File: config.mk
export PLATFORM = sky130hd
export DESIGN_NAME = inc_counter
export DESIGN_NICKNAME = d
export VERILOG_FILES = /design/src/rtl/inc_pkg.sv /design/src/rtl/incrementer.sv /design/src/rtl/inc_counter.sv
export SDC_FILE = /design/constraint.sdc
export NUM_CORES = 1
export LEC_CHECK = 0
export BUFFER_PORTS_ARGS = -buffer_cell sky130_fd_sc_hd__buf_2
export CORE_MARGIN = 1
export CORE_UTILIZATION = 24
export CTS_BUF_LIST = sky130_fd_sc_hd__clkbuf_16
export CTS_CLUSTER_DIAMETER = 50
export DETAILED_ROUTE_END_ITERATION = 12
export HOLD_SLACK_MARGIN = 0.08
export SLEW_MARGIN = 0
export SYNTH_ARGS = -nofsm -noshare
export SYNTH_HDL_FRONTEND = slang
export SYNTH_SLANG_ARGS = --single-unit
File: constraint.sdc
create_clock -name clk -period 2.25 [get_ports clk]
set_input_delay 0.45 -clock clk [delete_from_list [all_inputs] [get_ports clk]]
set_output_delay 0.45 -clock clk [all_outputs]
set_load 0.01 [all_outputs]
File: src/rtl/inc_pkg.sv
// -----------------------------------------------------------------------------
// inc_pkg -- shared definitions for the inc_counter block.
//
// Contents:
//   INC_WIDTH_DEFAULT : default count/data width in bits
//   STATE_W           : width of the FSM state encoding
//   IDLE / RUN / DONE : FSM state encodings (DONE is only reachable when the
//                       block is built with INC_COUNTER_SATURATE_EN)
// -----------------------------------------------------------------------------
package inc_pkg;

    localparam int INC_WIDTH_DEFAULT = 3;

    localparam int STATE_W = 2;

    localparam logic [STATE_W-1:0] IDLE = 2'd0;
    localparam logic [STATE_W-1:0] RUN  = 2'd1;
    localparam logic [STATE_W-1:0] DONE = 2'd2;

endpackage : inc_pkg

File: src/rtl/incrementer.sv
// -----------------------------------------------------------------------------
// incrementer -- purely combinational +1 datapath for inc_counter.
//
// Builds the increment as a half-adder ripple chain, so the only "+1" in the
// block lives here.
//
// Ports:
//   in_val  [WIDTH-1:0] in  : value to increment
//   out_val [WIDTH-1:0] out : in_val + 1, modulo 2^WIDTH
//   carry               out : 1 when in_val is all-ones (the increment wraps)
// -----------------------------------------------------------------------------
module incrementer #(
    parameter int WIDTH = 3
) (
    input  logic [WIDTH-1:0] in_val,
    output logic [WIDTH-1:0] out_val,
    output logic             carry
);

    // c[i] is the carry into bit i; injecting 1 at bit 0 gives the +1.
    logic [WIDTH:0] c;

    assign c[0] = 1'b1;

    generate
        for (genvar gi = 0; gi < WIDTH; gi++) begin : g_half_add
            assign out_val[gi] = in_val[gi] ^ c[gi];
            assign c[gi+1]     = in_val[gi] & c[gi];
        end
    endgenerate

    // Carry out of the top bit means every input bit was set.
    assign carry = c[WIDTH];

endmodule : incrementer

File: src/rtl/inc_counter.sv
// -----------------------------------------------------------------------------
// inc_counter -- loadable counter that presents its count as a valid/ready
// stream and optionally steps by one after every accepted beat.
//
// Configuration macro:
//   INC_COUNTER_SATURATE_EN : when defined, incrementing past all-ones holds
//                             the count and parks the FSM in DONE (left only
//                             by clear or load). When undefined the count
//                             wraps to 0 and DONE is never entered.
//
// Ports:
//   clk         in  : clock, rising edge
//   rst_n       in  : asynchronous active-low reset
//   clear       in  : synchronous clear (highest priority)
//   load_valid  in  : load request
//   load_data   in  : value to load [WIDTH-1:0]
//   load_ready  out : load can be accepted (1 in IDLE/DONE, out_ready in RUN)
//   inc_en      in  : step the count after the current beat
//   out_valid   out : out_data holds a beat (state RUN)
//   out_data    out : current count [WIDTH-1:0]
//   out_ready   in  : downstream accepts the beat
//   wrap        out : one-cycle pulse after an increment from all-ones
// -----------------------------------------------------------------------------
module inc_counter
    import inc_pkg::*;
#(
    parameter int WIDTH = INC_WIDTH_DEFAULT
) (
    input  logic             clk,
    input  logic             rst_n,
    input  logic             clear,
    input  logic             load_valid,
    input  logic [WIDTH-1:0] load_data,
    output logic             load_ready,
    input  logic             inc_en,
    output logic             out_valid,
    output logic [WIDTH-1:0] out_data,
    input  logic             out_ready,
    output logic             wrap
);

    logic [STATE_W-1:0] state_q, state_d;
    logic [WIDTH-1:0]   count_q, count_d;
    logic               wrap_q,  wrap_d;

    logic [WIDTH-1:0]   count_inc;
    logic               count_at_max;
    logic               transfer;
    logic               load_accept;

    incrementer #(
        .WIDTH (WIDTH)
    ) u_incrementer (
        .in_val  (count_q),
        .out_val (count_inc),
        .carry   (count_at_max)
    );

    assign out_valid   = (state_q == RUN);
    assign out_data    = count_q;
    assign wrap        = wrap_q;
    // While a beat is pending a load may only replace it once it is taken.
    assign load_ready  = (state_q != RUN) || out_ready;
    assign transfer    = out_valid && out_ready;
    assign load_accept = load_valid && load_ready;

    always_comb begin
        state_d = state_q;
        count_d = count_q;
        wrap_d  = 1'b0;

        if (clear) begin
            state_d = IDLE;
            count_d = '0;
        end else if (load_accept) begin
            state_d = RUN;
            count_d = load_data;
        end else begin
            case (state_q)
                IDLE: begin
                    if (inc_en) begin
                        state_d = RUN;
                    end
                end
                RUN: begin
                    if (transfer) begin
                        if (inc_en) begin
                            wrap_d = count_at_max;
`ifdef INC_COUNTER_SATURATE_EN
                            if (count_at_max) begin
                                state_d = DONE;
                            end else begin
                                count_d = count_inc;
                            end
`else
                            count_d = count_inc;
`endif
                        end else begin
                            state_d = IDLE;
                        end
                    end
                end
                DONE: begin
                    // Parked until clear or load, both handled above.
                    state_d = DONE;
                end
                default: begin
                    state_d = IDLE;
                end
            endcase
        end
    end

    always_ff @(posedge clk or negedge rst_n) begin
        if (!rst_n) begin
            state_q <= IDLE;
            count_q <= '0;
            wrap_q  <= 1'b0;
        end else begin
            state_q <= state_d;
            count_q <= count_d;
            wrap_q  <= wrap_d;
        end
    end

endmodule : inc_counter

==> Word level (Yosys, flattened, before mapping) <==
Cells that the tools add are included.
{ "word_totals": {"ff_bits": 6, "latchBits": 0, "mem_bits_rw": 0, "output_inout_bits": 6, "mem_count": 0, "mem_bits_ro": 0, "word_cells": 39} }
{ "op_classes": {"n_reduce_logical": 9, "n_addsub": 0, "magnitude_cmp": 0, "div_mod_pow": 0, "multipliers": 0, "n_eq_ne": 6, "shift": 0, "mux": 16, "bitwise_logic": 5} }
{ "op_table": {"columns": ["cell", "count"], "rows": [
  ["$mux W3", 5],
  ["$mux W2", 5],
  ["$reduce_bool A3 Y1", 3],
  ["$pmux W2 S3", 1],
  ["$reduce_and A3 Y1", 2],
  ["$mux W1", 5],
  ["$ne A4 B2 Y1 const B", 1],
  ["$ne A4 B3 Y1 const B", 1],
  ["$ne A4 B4 Y1 const B", 1],
  ["$and A1 B1 Y1", 2],
  ["$eq A2 B1 Y1 const B", 1],
  ["$eq A2 B2 Y1 const B", 1],
  ["$logic_and A1 B1 Y1", 2],
  ["$logic_not A2 Y1", 1],
  ["$ne A2 B1 Y1 const B", 1],
  ["$xor A1 B1 Y1", 2],
  ["$logic_or A1 B1 Y1", 1],
  ["$not A1 Y1", 1]
]} }

==> Depth between registers and ports, before layout <==
Gate-level depths: netlist of run 1.
{ "logic_depth": {"depth_word": 7, "ltp_mapped": 5, "depth_no_buf": 5} }

==> Hierarchy <==
Synthesis of run 1 repeated with hierarchy kept, for this count alone.
{ "unflattened": {"cells_unflattened": 33, "hier_area_um2": 366.6} }
{ "modules_own_cells": {"columns": ["module", "cells_each", "seq_area_each_um2", "area_each_um2", "instances"], "rows": [
  ["inc_counter", 30, 150.1, 337.8, 1],
  ["incrementer", 3, 0.0, 28.8, 1]
]} }

==> Worst setup path before layout of run 1 <==
Ideal clock, no wire load.
{ "synth_path": {"kind": "register to register", "from": "register count_q[0], in the netlist out_data[0]", "to": "register count_q[2], in the netlist out_data[2]", "stages_incl_launch_ff": 6, "setup_slack_ns": 0.694, "synth_period_minus_slack_ns": 1.556, "setup_time_ns": 0.129, "t_required_ns": 2.121, "arrival_time_ns": 1.427, "n_path_buf": 0, "cell_sequence": "dfrtp_1 -> ha_1 -> ha_1 -> mux2_1 -> a211oi_1 -> a211oi_1"} }
{ "synth_between": {"elab_chain_cells": 7} }
{ "synth_lines": {"columns": ["item", "line", "source"], "rows": [
  ["start: declaration", "inc_counter.sv:43", "logic [WIDTH-1:0] count_q, count_d;"],
  ["start signal: assignment", "inc_counter.sv:121", "count_q <= count_d;"],
  ["$and A1 B1 Y1", "incrementer.sv:28", "assign c[gi+1] = in_val[gi] & c[gi];"],
  ["$xor A1 B1 Y1", "incrementer.sv:27", "assign out_val[gi] = in_val[gi] ^ c[gi];"],
  ["$mux W3", "inc_counter.sv:87", "if (inc_en) begin"],
  ["$mux W3", "inc_counter.sv:86", "if (transfer) begin"],
  ["$mux W3", "inc_counter.sv:79", "case (state_q)"],
  ["$mux W3", "inc_counter.sv:75", "end else if (load_accept) begin"],
  ["$mux W3", "inc_counter.sv:72", "if (clear) begin"]
]} }
Every way passes these cells. The select of a mux whose other input is x is not followed.
A chain may end at the register's enable or synchronous reset.

==> Worst setup path after layout of run 1 <==
{ "layout_path": {"from": "register state_q[0]", "to": "output load_ready"} }
{ "layout_between": {"elab_chain_cells": 2} }
{ "layout_lines": {"columns": ["item", "line", "source"], "rows": [
  ["start: declaration", "inc_counter.sv:42", "logic [STATE_W-1:0] state_q, state_d;"],
  ["start signal: assignment", "inc_counter.sv:120", "state_q <= state_d;"],
  ["$ne A2 B1 Y1", "inc_counter.sv:63", "assign load_ready = (state_q != RUN) || out_ready;"],
  ["$logic_or A1 B1 Y1", "inc_counter.sv:63", null],
  ["end: declaration", "inc_counter.sv:34", "output logic load_ready,"]
]} }
Every way passes these cells.

==> key figures, run 1 <==
Yosys
  – Sequential area share after synthesis: a little over 40%
  – Syn Std Cell Area: ~370 um2
  – Main combinational cell family by area after synthesis: simple AND/OR/NAND/NOR gates
  – Mean area per synthesized cell: between 10 and 15 um2
  – Post-synthesis xor/xnor area fraction: 0%
  – #FFs+latches synth: 6
  – Synth Area in Simple Gates: 24.66%
  – Syn_nets: 44
  – Synthesis Warnings: 0
  – Synth Instances: 33
  – Distinct cells, synth: 18
  – Mux contribution to synthesized area: under 10%
  – Post-Synth Adder-Cell Area: a little under 7%
  – Synth Area in Compound Gates: 17.91%

Worst setup path
  – Worst reg-to-reg path cell count: 5
  – CP arrival: 1.23 ns
  – FF-to-FF setup slack: 0.67 ns
  – FF-to-FF End: out_data[2]
  – Critical Path End Type: output port
  – Crit path max fanout: 5
  – WS Path Type: reg -> out
  – Critical Path Source Type: register
  – Worst path max stage delay: about 0.42 ns
  – Buf/Inv on CP: 2
  – WP data required: around 1.8 ns
  – Origin of the critical flop-to-flop path: out_data[0]
  – Critical path, cell by cell: nor3b_2 -> inv_2 -> buf_2
  – Crit path max-delay cell type: dfrtp_1
  – Family with the most delay on the worst path: flip-flops

STA
  – TNS Setup: 0 ns
  – Final Setup Violations: 0
  – RSZ-0062 raised after global routing: false
  – Rel. slew slack: 76.39%
  – Hold slack: 0.4626 ns
  – Skew final: approximately 0.0034 ns
  – Final Max Tran Viols: 0
  – Tightest Pin Transition: about 0.35 ns
  – Period utilization: between 70% and 80%
  – Max Fclk: 595.6 MHz
  – Fin crit period: 1.679 ns
  – Hold Violations, Final: 0

Finish
  – Final cell count without fillers: 66
  – Layout cells sized above 1: 43.14%
  – Final instance area: about 540 um2
  – Most frequent cells in the layout: buf_2, dfrtp_1, a211oi_1
  – ANT cells: 0
  – Area grow syn2layout: 46.96%
  – Nets: 64
  – Most common cell after layout, fill and taps aside: buf_2

Die
  – Die width: just over 40 um
  – Die area: about 1700 um2
  – FP Rows: 13
  – # IOs: 15
  – Initial Util: 27.11%
  – Chip height: just over 40 um
  – Core Area: around 1400 um2

GRT
  – GRT met3 Usage: under 10%
  – Grt total ovfl: 0
  – Grt met1 use: between 10% and 20%
  – Largest net degree at the start of global routing: 8
  – Gr usage total: a little over an eighth
  – Grt peak-use layer: met2
  – Initial antenna violation count: 0
  – Met2 Usage GRT: between 15 and 20%
  – First-pass GRT wire length: 1359 um
  – Vias in the first global route: 300

Placed design
  – Placed insts: 62
  – Placer Congestion: 0.7800
  – DP HPWL: between 600 and 700 um
  – Post-Place Cell Area: between 400 and 500 um2
  – PortBufs: 14

Hold path
  – Hold depth: 2
  – Hold Startpoint: clear
  – Worst hold path type: in -> reg
  – WHS Endpoint: out_data[0]

Run status
  – Status: complete, no violations

Clocking
  – Htree depth: 1
  – CTS tree: done
  – CTS sink count: 6
  – Clk pin slew, worst setup/hold paths: 0.04 ns
  – CTS buffer count: 3
  – Clk_lat worst skew: ~0.23 ns
  – Postcts setup bufs: 0
  – CTS root buf: clkbuf_16
  – Cts repair resizes: 0
  – CTS Buffer Depth: 2

Routing
  – Drt pass-1 iters: 3
  – # DRC: 0
  – Final ANT Viol Nets: 0
  – Via count: 326
  – Initial DRC count: 3
  – Average wire per standard cell: roughly 12 um
  – DR vias/cell: about 5
  – Total length of routed wires: between 700 and 800 um

Power
  – PwrDens: roughly 850 nW/um2
  – Leak: ~0.27 nW
  – Worst VDD drop: 0.0007556 V

Job
  – Max-cap violations: 0
[flip-flops by register name, indices dropped and copies added, names as in the netlist]
register,count
out_data,3
state_q,2
wrap,1
[layout make-up]
type / count / area (um2)
timing repair buffer: 15 / 80.08
fill: 155 / 822.0
clock buffer: 3 / 75.07
inverter: 4 / 15.01
tap: 15 / 18.77
multi-input combinational: 23 / 205.2
sequential: 6 / 150.1
[how the worst max path moves through the flow]
stage / slack (ns) / to / depth (start not counted) / startpoint
global placement: 0.66 / load_ready / 4 / out_ready
detailed placement: 0.66 / out_data[2] / 5 / out_data[0]
global route: 0.48 / load_ready / 3 / state_q[0]
floorplan: 0.69 / out_data[2] / 5 / out_data[0]
CTS: 0.55 / load_ready / 3 / state_q[0]
finish: 0.57 / load_ready / 3 / state_q[0]
[worst register-to-register path: stages (launching register included)]
cell and delay, ns:
dfrtp_1 0.41, ha_1 0.22, ha_1 0.26, mux2_1 0.28, a211oi_1 0.21, a211oi_1 0.07
[timing repair]
action | 4_1_cts | 5_1_grt
hold buffers | 1 | 0
setup endpoints to repair | 0 | 0
hold endpoints to repair | 6 | 0
[Yosys cell counts]
cell type | n | area share, %
a211oi_1 | 4 | 8.1
a21o_1 | 1 | 2.0
a21oi_1 | 1 | 1.4
a41oi_2 | 1 | 4.4
dfrtp_1 | 6 | 41
ha_1 | 2 | 6.8
inv_1 | 3 | 3.0
inv_2 | 1 | 1.0
mux2_1 | 2 | 6.1
nand2_1 | 2 | 2.0
nand3_1 | 2 | 2.7
nand3b_4 | 1 | 5.4
nor2b_1 | 2 | 3.4
nor3b_2 | 1 | 3.4
nor4_1 | 1 | 1.7
nor4b_1 | 1 | 2.4
o21bai_1 | 1 | 2.0
or4b_4 | 1 | 3.7
[power by group]
part	internal, mW	switching (mW)
registers	0.115	0.00668
logic	0.0257	0.0274
clock network	0.228	0.0613
[logic make-up after synthesis]
| group | Yosys count |
|---|---|
| AOI/OAI and AO/OA | 8 |
| muxes | 2 |
| and+or+nand+nor | 11 |
| buffers and inverters | 4 |
| adders and majority gates | 2 |
| DFF | 6 |
[per-stage QoR]
stage	util (%)	total power, mW	worst slack, ns
final	39.84	0.4638	0.5711
after global routing	39.84	0.4864	0.4805
after CTS	39.84	0.4709	0.5528
after detailed placement	33.61	0.1752	0.6628
after global placement	33.61	0.1757	0.6620
after floorplan	-	0.1498	0.6939
[metal layers]
layer | share of wire [%] | wire length [um]
met5 | 0 | 0
met4 | 1.8 | 14
met3 | 7.4 | 59
met2 | 43 | 341
met1 | 48 | 377
No activity file was read; power rests on OpenSTA's default activity.
==> run 2, diff against run 1 <==
==> constraint.sdc (replaced) <==
create_clock -name clk -period 1.6 [get_ports clk]
set_input_delay 0.32 -clock clk [delete_from_list [all_inputs] [get_ports clk]]
set_output_delay 0.32 -clock clk [all_outputs]
set_load 0.01 [all_outputs]
==> key figures, run 2 (synthesized netlist as in run 1, its figures left out) <==
Finish
  – Largest register FFs: 3 (unchanged)
  – ANT cells: 0 (unchanged)
  – Final instance area: 563.0 um2 (+3.4%)
  – Nets: 65 (+1.6%)
  – Most frequent cells in the layout: buf_2, dfrtp_1, inv_1, a211oi_1, clkbuf_16
  – Area grow syn2layout: 52.03%
  – Util after Layout: 41.21% (+1.4 points)
  – Layout cells sized above 1: 46.15% (+3.0 points)
  – Final cell count without fillers: 67 (+1.5%)
  – Filler Cells Inserted: 154 (-0.65%)
  – Most common cell after layout, fill and taps aside: buf_2

Worst setup path
  – Critical Path End Type: output port
  – FF-to-FF setup slack: 0.10 ns (-0.57 ns)
  – FF-to-FF End: out_data[2]
  – Worst reg-to-reg path cell count: 5 (unchanged)
  – WS Path Type: reg -> out
  – WP data required: 1.28 ns (-0.52 ns)
  – Critical Path Source Type: register
  – Crit path max fanout: 5 (unchanged)
  – CP arrival: 1.19 ns (-0.04 ns)
  – Origin of the critical flop-to-flop path: out_data[0]

Routing
  – Average wire per standard cell: 12.55 um (+4.6%)
  – DR vias/cell: 5.119 (+3.6%)
  – Initial DRC count: 1 (-2)
  – # DRC: 0 (unchanged)
  – Final ANT Viol Nets: 0 (unchanged)
  – Drt pass-1 iters: 4 (+1)
  – Via count: 343 (+5.2%)
  – Total length of routed wires: 841 um (+6.2%)

Die
  – Chip height: 41.28 um (unchanged)
  – Core Area: 1366 um2 (unchanged)
  – FP Rows: 13 (unchanged)
  – Die width: 41.28 um (unchanged)
  – Initial Util: 27.11% (unchanged)
  – # IOs: 15 (unchanged)
  – Die area: 1704 um2 (unchanged)

STA
  – Period utilization: a little over nine tenths
  – Max Fclk: 661.1 MHz
  – RSZ-0062 raised after global routing: false
  – Tightest Pin Transition: 0.2948 ns (-0.05790 ns)
  – Final Max Tran Viols: 0 (unchanged)
  – Final Setup Violations: 0 (unchanged)
  – Hold Violations, Final: 0 (unchanged)
  – Fin crit period: 1.513 ns
  – Rel. slew slack: 80.33% (+3.9 points)
  – TNS Setup: 0 ns (unchanged)
  – Skew final: 0.0005173 ns (-0.002849 ns)

Placed design
  – PortBufs: 14 (unchanged)
  – Placer Congestion: 0.7138 (-8.5%)
  – DP HPWL: 610.9 um (+0.58%)
  – Placed insts: 63 (+1.6%)
  – Post-Place Cell Area: 466.7 um2 (+1.6%)

GRT
  – Vias in the first global route: 308 (+2.7%)
  – Largest net degree at the start of global routing: 8 (unchanged)
  – Initial antenna violation count: 0 (unchanged)
  – First-pass GRT wire length: 1311 um (-3.5%)
  – Grt total ovfl: 0 (unchanged)
  – Gr usage total: 13.05% (-0.39 points)

Hold path
  – WHS Endpoint: state_q[0]
  – Hold depth: 2 (unchanged)
  – Hold Startpoint: clear
  – Worst hold path type: in -> reg

Clocking
  – Clk pin slew, worst setup/hold paths: 0.03 ns (about the same)
  – CTS Buffer Depth: 2 (unchanged)
  – CTS buffer count: 3 (unchanged)
  – CTS tree: done
  – Postcts setup bufs: 0 (unchanged)
  – Clk_lat worst skew: 0.23 ns (about the same)
  – CTS sink count: 6 (unchanged)
  – CTS root buf: clkbuf_16
  – Htree depth: 1 (unchanged)

Run status
  – Status: complete, no violations

Power
  – Worst VDD drop: 0.0004890 V (-35%)
  – Leak: 0.2779 nW (+2.5%)
  – Final Total Pwr: 662.0 uW (+43%)
  – PwrDens: 1176 nW/um2 (+38%)

Job
  – Max-cap violations: 0 (unchanged)
run 2: cell types whose count changed in the layout (fill, tap and decap cells not counted), sizes merged:
cell and delta:
buf +1
run 2: cell type report:
cell class,instances,area [um2],area share [%]
sequential,6,150.1,26.67
clock buffer,3,75.07,13.33
timing repair buffer,16,87.58,15.56
multi-input combinational,23,216.5,38.44
tap,15,18.77,3.333
inverter,4,15.01,2.667
run 2: timing repair:
| item | 4_1_cts | 5_1_grt |
|---|---|---|
| resized for setup | 0 | 2 |
| hold endpoints to repair | 6 | 0 |
| endpoints found under the setup margin | 0 | 2 |
| hold buffers | 1 | 0 |
run 2: how the worst max path moves through the flow:
stage                      from     endpoint  slack [ns]  cells after the start
floorplan           out_data[0]  out_data[2]        0.04                      5
global placement    out_data[1]  out_data[2]        0.09                      5
detailed placement  out_data[0]  out_data[2]        0.03                      5
CTS                 out_data[0]  out_data[2]        0.04                      5
global route         state_q[0]   load_ready        0.01                      3
finish               state_q[0]   load_ready        0.09                      3
run 2: critical path: stages, from the launching register on:
cell and delay (ns):
dfrtp_1 0.43, nor3b_4 0.34, inv_2 0.06, buf_2 0.14
run 2: per-stage QoR:
stage	hold slack [ns]	setup slack (ns)
2_1_floorplan	0.02441	0.04386
3_3_place_gp	0.1480	0.08736
3_5_place_dp	0.1508	0.03445
4_1_cts	0.3357	0.03701
5_1_grt	0.3524	0.01340
6_report	0.3400	0.08735
run 2: where the power goes:
| group | leakage, nW | internal, mW | switching, mW |
|---|---|---|---|
| combinational | 0.161 | 0.0408 | 0.0427 |
| sequential | 0.0796 | 0.161 | 0.00850 |
| clock | 0.0370 | 0.321 | 0.0878 |
run 2: routing by layer:
metal	track usage, %	wire length (um)
met1	14.95	353
met2	17.97	383
met3	5.435	58
met4	12.10	46
met5	0	0
==> run 3, diff against run 2 <==
--- a/config.mk
+++ b/config.mk
@@ -5,6 +5,7 @@
 export SDC_FILE = /design/constraint.sdc
 export NUM_CORES = 1
 export LEC_CHECK = 0
+export ABC_AREA = 1
 export BUFFER_PORTS_ARGS = -buffer_cell sky130_fd_sc_hd__buf_2
 export CORE_MARGIN = 1
 export CORE_UTILIZATION = 24
==> key figures, run 3 <==
Run status
  – Status: complete, no violations

Clocking
  – CTS root buf: clkbuf_16
  – CTS Buffer Depth: 2 (unchanged)
  – CTS buffer count: 3 (unchanged)
  – Postcts setup bufs: 0 (unchanged)
  – CTS sink count: 6 (unchanged)
  – CTS tree: done
  – Clk pin slew, worst setup/hold paths: 0.04 ns (about the same)
  – Htree depth: 1 (unchanged)
  – Cts repair resizes: 0 (unchanged)
  – Clk_lat worst skew: 0.23 ns (about the same)

Yosys
  – Dominant cell by count in the synthesized netlist: nand2_1
  – Syn_nets: 62 (+41%)
  – Post-synth top area cell: dfrtp_1
  – Mean area per synthesized cell: 7.679 um2 (-32%)
  – Synthesis Warnings: 0 (unchanged)
  – Largest cells by area after synthesis: dfrtp_1, nand2_1, nand3_1, ha_1, nand4_1
  – Commonest cells in the netlist: nand2_1, dfrtp_1, nand3_1, inv_1, nand4_1
  – Sequential area share after synthesis: 38.34% (-2.2 points)
  – #FFs+latches synth: 6 (unchanged)
  – Synth Instances: 51 (+55%)
  – Number of flops mapped to enable cells by yosys: 0 (unchanged)
  – Syn Std Cell Area: 391.6 um2 (+5.7%)
  – Distinct cells, synth: 16 (-2)
  – Share of flip-flops with an asynchronous set or reset after synthesis: 100.0% (unchanged)
  – Commonest register cell after synthesis: dfrtp_1
  – Top cell type's share of synthesized area: 38.34% (-2.2 points)

STA
  – Tightest Pin Transition: 0.2324 ns (-0.06238 ns)
  – RSZ-0062 raised after global routing: false
  – Rel. slew slack: 84.46% (+4.1 points)
  – Max Fclk: 766.1 MHz (+16%)
  – Hold Violations, Final: 0 (unchanged)
  – Final Setup Violations: 0 (unchanged)
  – Fin crit period: 1.305 ns (-0.2073 ns)
  – Skew final: 0.001964 ns (+0.001447 ns)
  – Final Max Tran Viols: 0 (unchanged)
  – TNS Setup: 0 ns (unchanged)
  – Hold slack: 0.2983 ns (-0.04162 ns)
  – Period utilization: 81.58% (-13 points)

Power
  – PwrDens: 1267 nW/um2 (+7.8%)
  – Worst VDD drop: 0.0002957 V (-40%)
  – Leak: 0.3158 nW (+14%)

Finish
  – Filler Cells Inserted: 159 (+3.2%)
  – Most common cell after layout, fill and taps aside: nand2_1
  – Area grow syn2layout: 44.73%
  – ANT cells: 0 (unchanged)
  – Final cell count without fillers: 85 (+27%)
  – Nets: 82 (+26%)
  – Largest register FFs: 3 (unchanged)
  – Most frequent cells in the layout: nand2_1, buf_2, nand3_1, dfrtp_1
  – Layout cells sized above 1: 31.88% (-14 points)

Worst setup path
  – Critical Path End Type: output port
  – CP arrival: 0.99 ns (-0.20 ns)
  – WP data required: 1.28 ns (about the same)
  – Worst path max stage delay: 0.36 ns (-0.07 ns)
  – WS Path Type: reg -> out
  – Crit path max-delay cell type: dfrtp_1
  – Crit path max fanout: 6 (+1)
  – FF-to-FF setup slack: 0.37 ns (+0.27 ns)
  – Critical path, cell by cell: inv_2 -> nand3_4 -> buf_2
  – Critical Path Source Type: register

Die
  – Chip height: 42.40 um (+2.7%)
  – Core Area: 1506 um2 (+10%)
  – Initial Util: 26.00% (-1.1 points)
  – Die width: 42.40 um (+2.7%)
  – Die area: 1797 um2 (+5.5%)
  – # IOs: 15 (unchanged)
  – FP Rows: 14 (+1)

GRT
  – Initial antenna violation count: 0 (unchanged)
  – Gr usage total: 11.49% (-1.6 points)
  – Vias in the first global route: 373 (+21%)
  – Largest net degree at the start of global routing: 11 (+3)
  – Grt total ovfl: 0 (unchanged)
  – First-pass GRT wire length: 1524 um (+16%)

Routing
  – DR vias/cell: 4.859 (-5.1%)
  – Final ANT Viol Nets: 0 (unchanged)
  – # DRC: 0 (unchanged)
  – Initial DRC count: 17 (+16)
  – Average wire per standard cell: 10.36 um (-17%)
  – Drt pass-1 iters: 4 (unchanged)
  – Via count: 413 (+20%)
  – Total length of routed wires: 881 um (+4.8%)

Job
  – Max-cap violations: 0 (unchanged)

Hold path
  – Worst hold path type: in -> reg

Placed design
  – PortBufs: 14 (unchanged)
  – DP HPWL: 654.3 um (+7.1%)
  – Placer Congestion: 0.8160 (+14%)
  – Placed insts: 81 (+29%)
[run 3: cell count changes after synthesis, moves of 3 or more]
cell	delta
nand4_1	+4
nor2_1	+3
nand2_1	+14
a211oi_1	-4
nand3_1	+4
[run 3: cell type report]
type                    instances  area (um2)  area share (%)
inverters                       6       22.52           3.974
clock buffers                   3       75.07           13.25
multi-input cells              39       219.0           38.63
well taps                      16       20.02           3.532
repair buffers                 15       80.08           14.13
flip-flops and latches          6       150.1           26.49
[run 3: worst max-delay path, delay by kind of cell (launching register included)]
kind	cells	cell delay, ns
flip-flops	1	0.36
AND/OR/NAND/NOR	1	0.12
buffers and inverters	2	0.28
[run 3: path summary, 6_finish.rpt]
check	start	endpoint	depth (start not counted)
min in group asynchronous	rst_n	state_q[0]	2
setup reg to reg	out_data[0]	out_data[2]	6
hold / removal	clear	state_q[1]	2
setup / recovery	state_q[1]	load_ready	3
hold reg to reg	out_data[1]	out_data[1]	2
max in group asynchronous	rst_n	out_data[1]	2
[run 3: logic make-up (layout without fill, tap and decap cells)]
| kind of cell | after synthesis | count (layout) | synth area share, % |
|---|---|---|---|
| compound gates | 2 | 2 | 2.553 |
| fa+ha+maj | 2 | 2 | 6.389 |
| buf+inv | 6 | 24 | 5.750 |
| flops | 6 | 6 | 38.34 |
| simple gates | 35 | 35 | 46.97 |
[run 3: through the flow]
step	area [um2]	power, mW	setup slack [ns]	util [%]
global placement	481.7	0.3084	0.4341	31.98
global route	566.8	0.7515	0.2371	37.62
CTS	566.8	0.7235	0.2921	37.62
floorplan	391.6	0.2607	0.4079	-
finish	566.8	0.7183	0.2947	37.62
detailed placement	481.7	0.3085	0.3757	31.98
[run 3: report_power, final]
part / internal (mW) / total (mW) / leakage, nW / switching, mW
Combinational: 0.0516 / 0.124 / 0.199 / 0.0721
Sequential: 0.167 / 0.185 / 0.0794 / 0.0179
Clock: 0.321 / 0.410 / 0.0370 / 0.0884
[run 3: per-layer routing]
metal / vias to the layer above / GRT usage (%) / part of all wire [%]
met5: - / 0 / 0
met4: 0 / 9.375 / 1.9
met3: 2 / 1.293 / 5.2
met2: 15 / 16.62 / 42
met1: 182 / 15.16 / 50
li1: 214 / - / -
[run 3: what timing repair did]
item / CTS / global route
hold buffers: 1 / 0
hold endpoints to repair: 6 / 0
endpoints found under the setup margin: 0 / 0
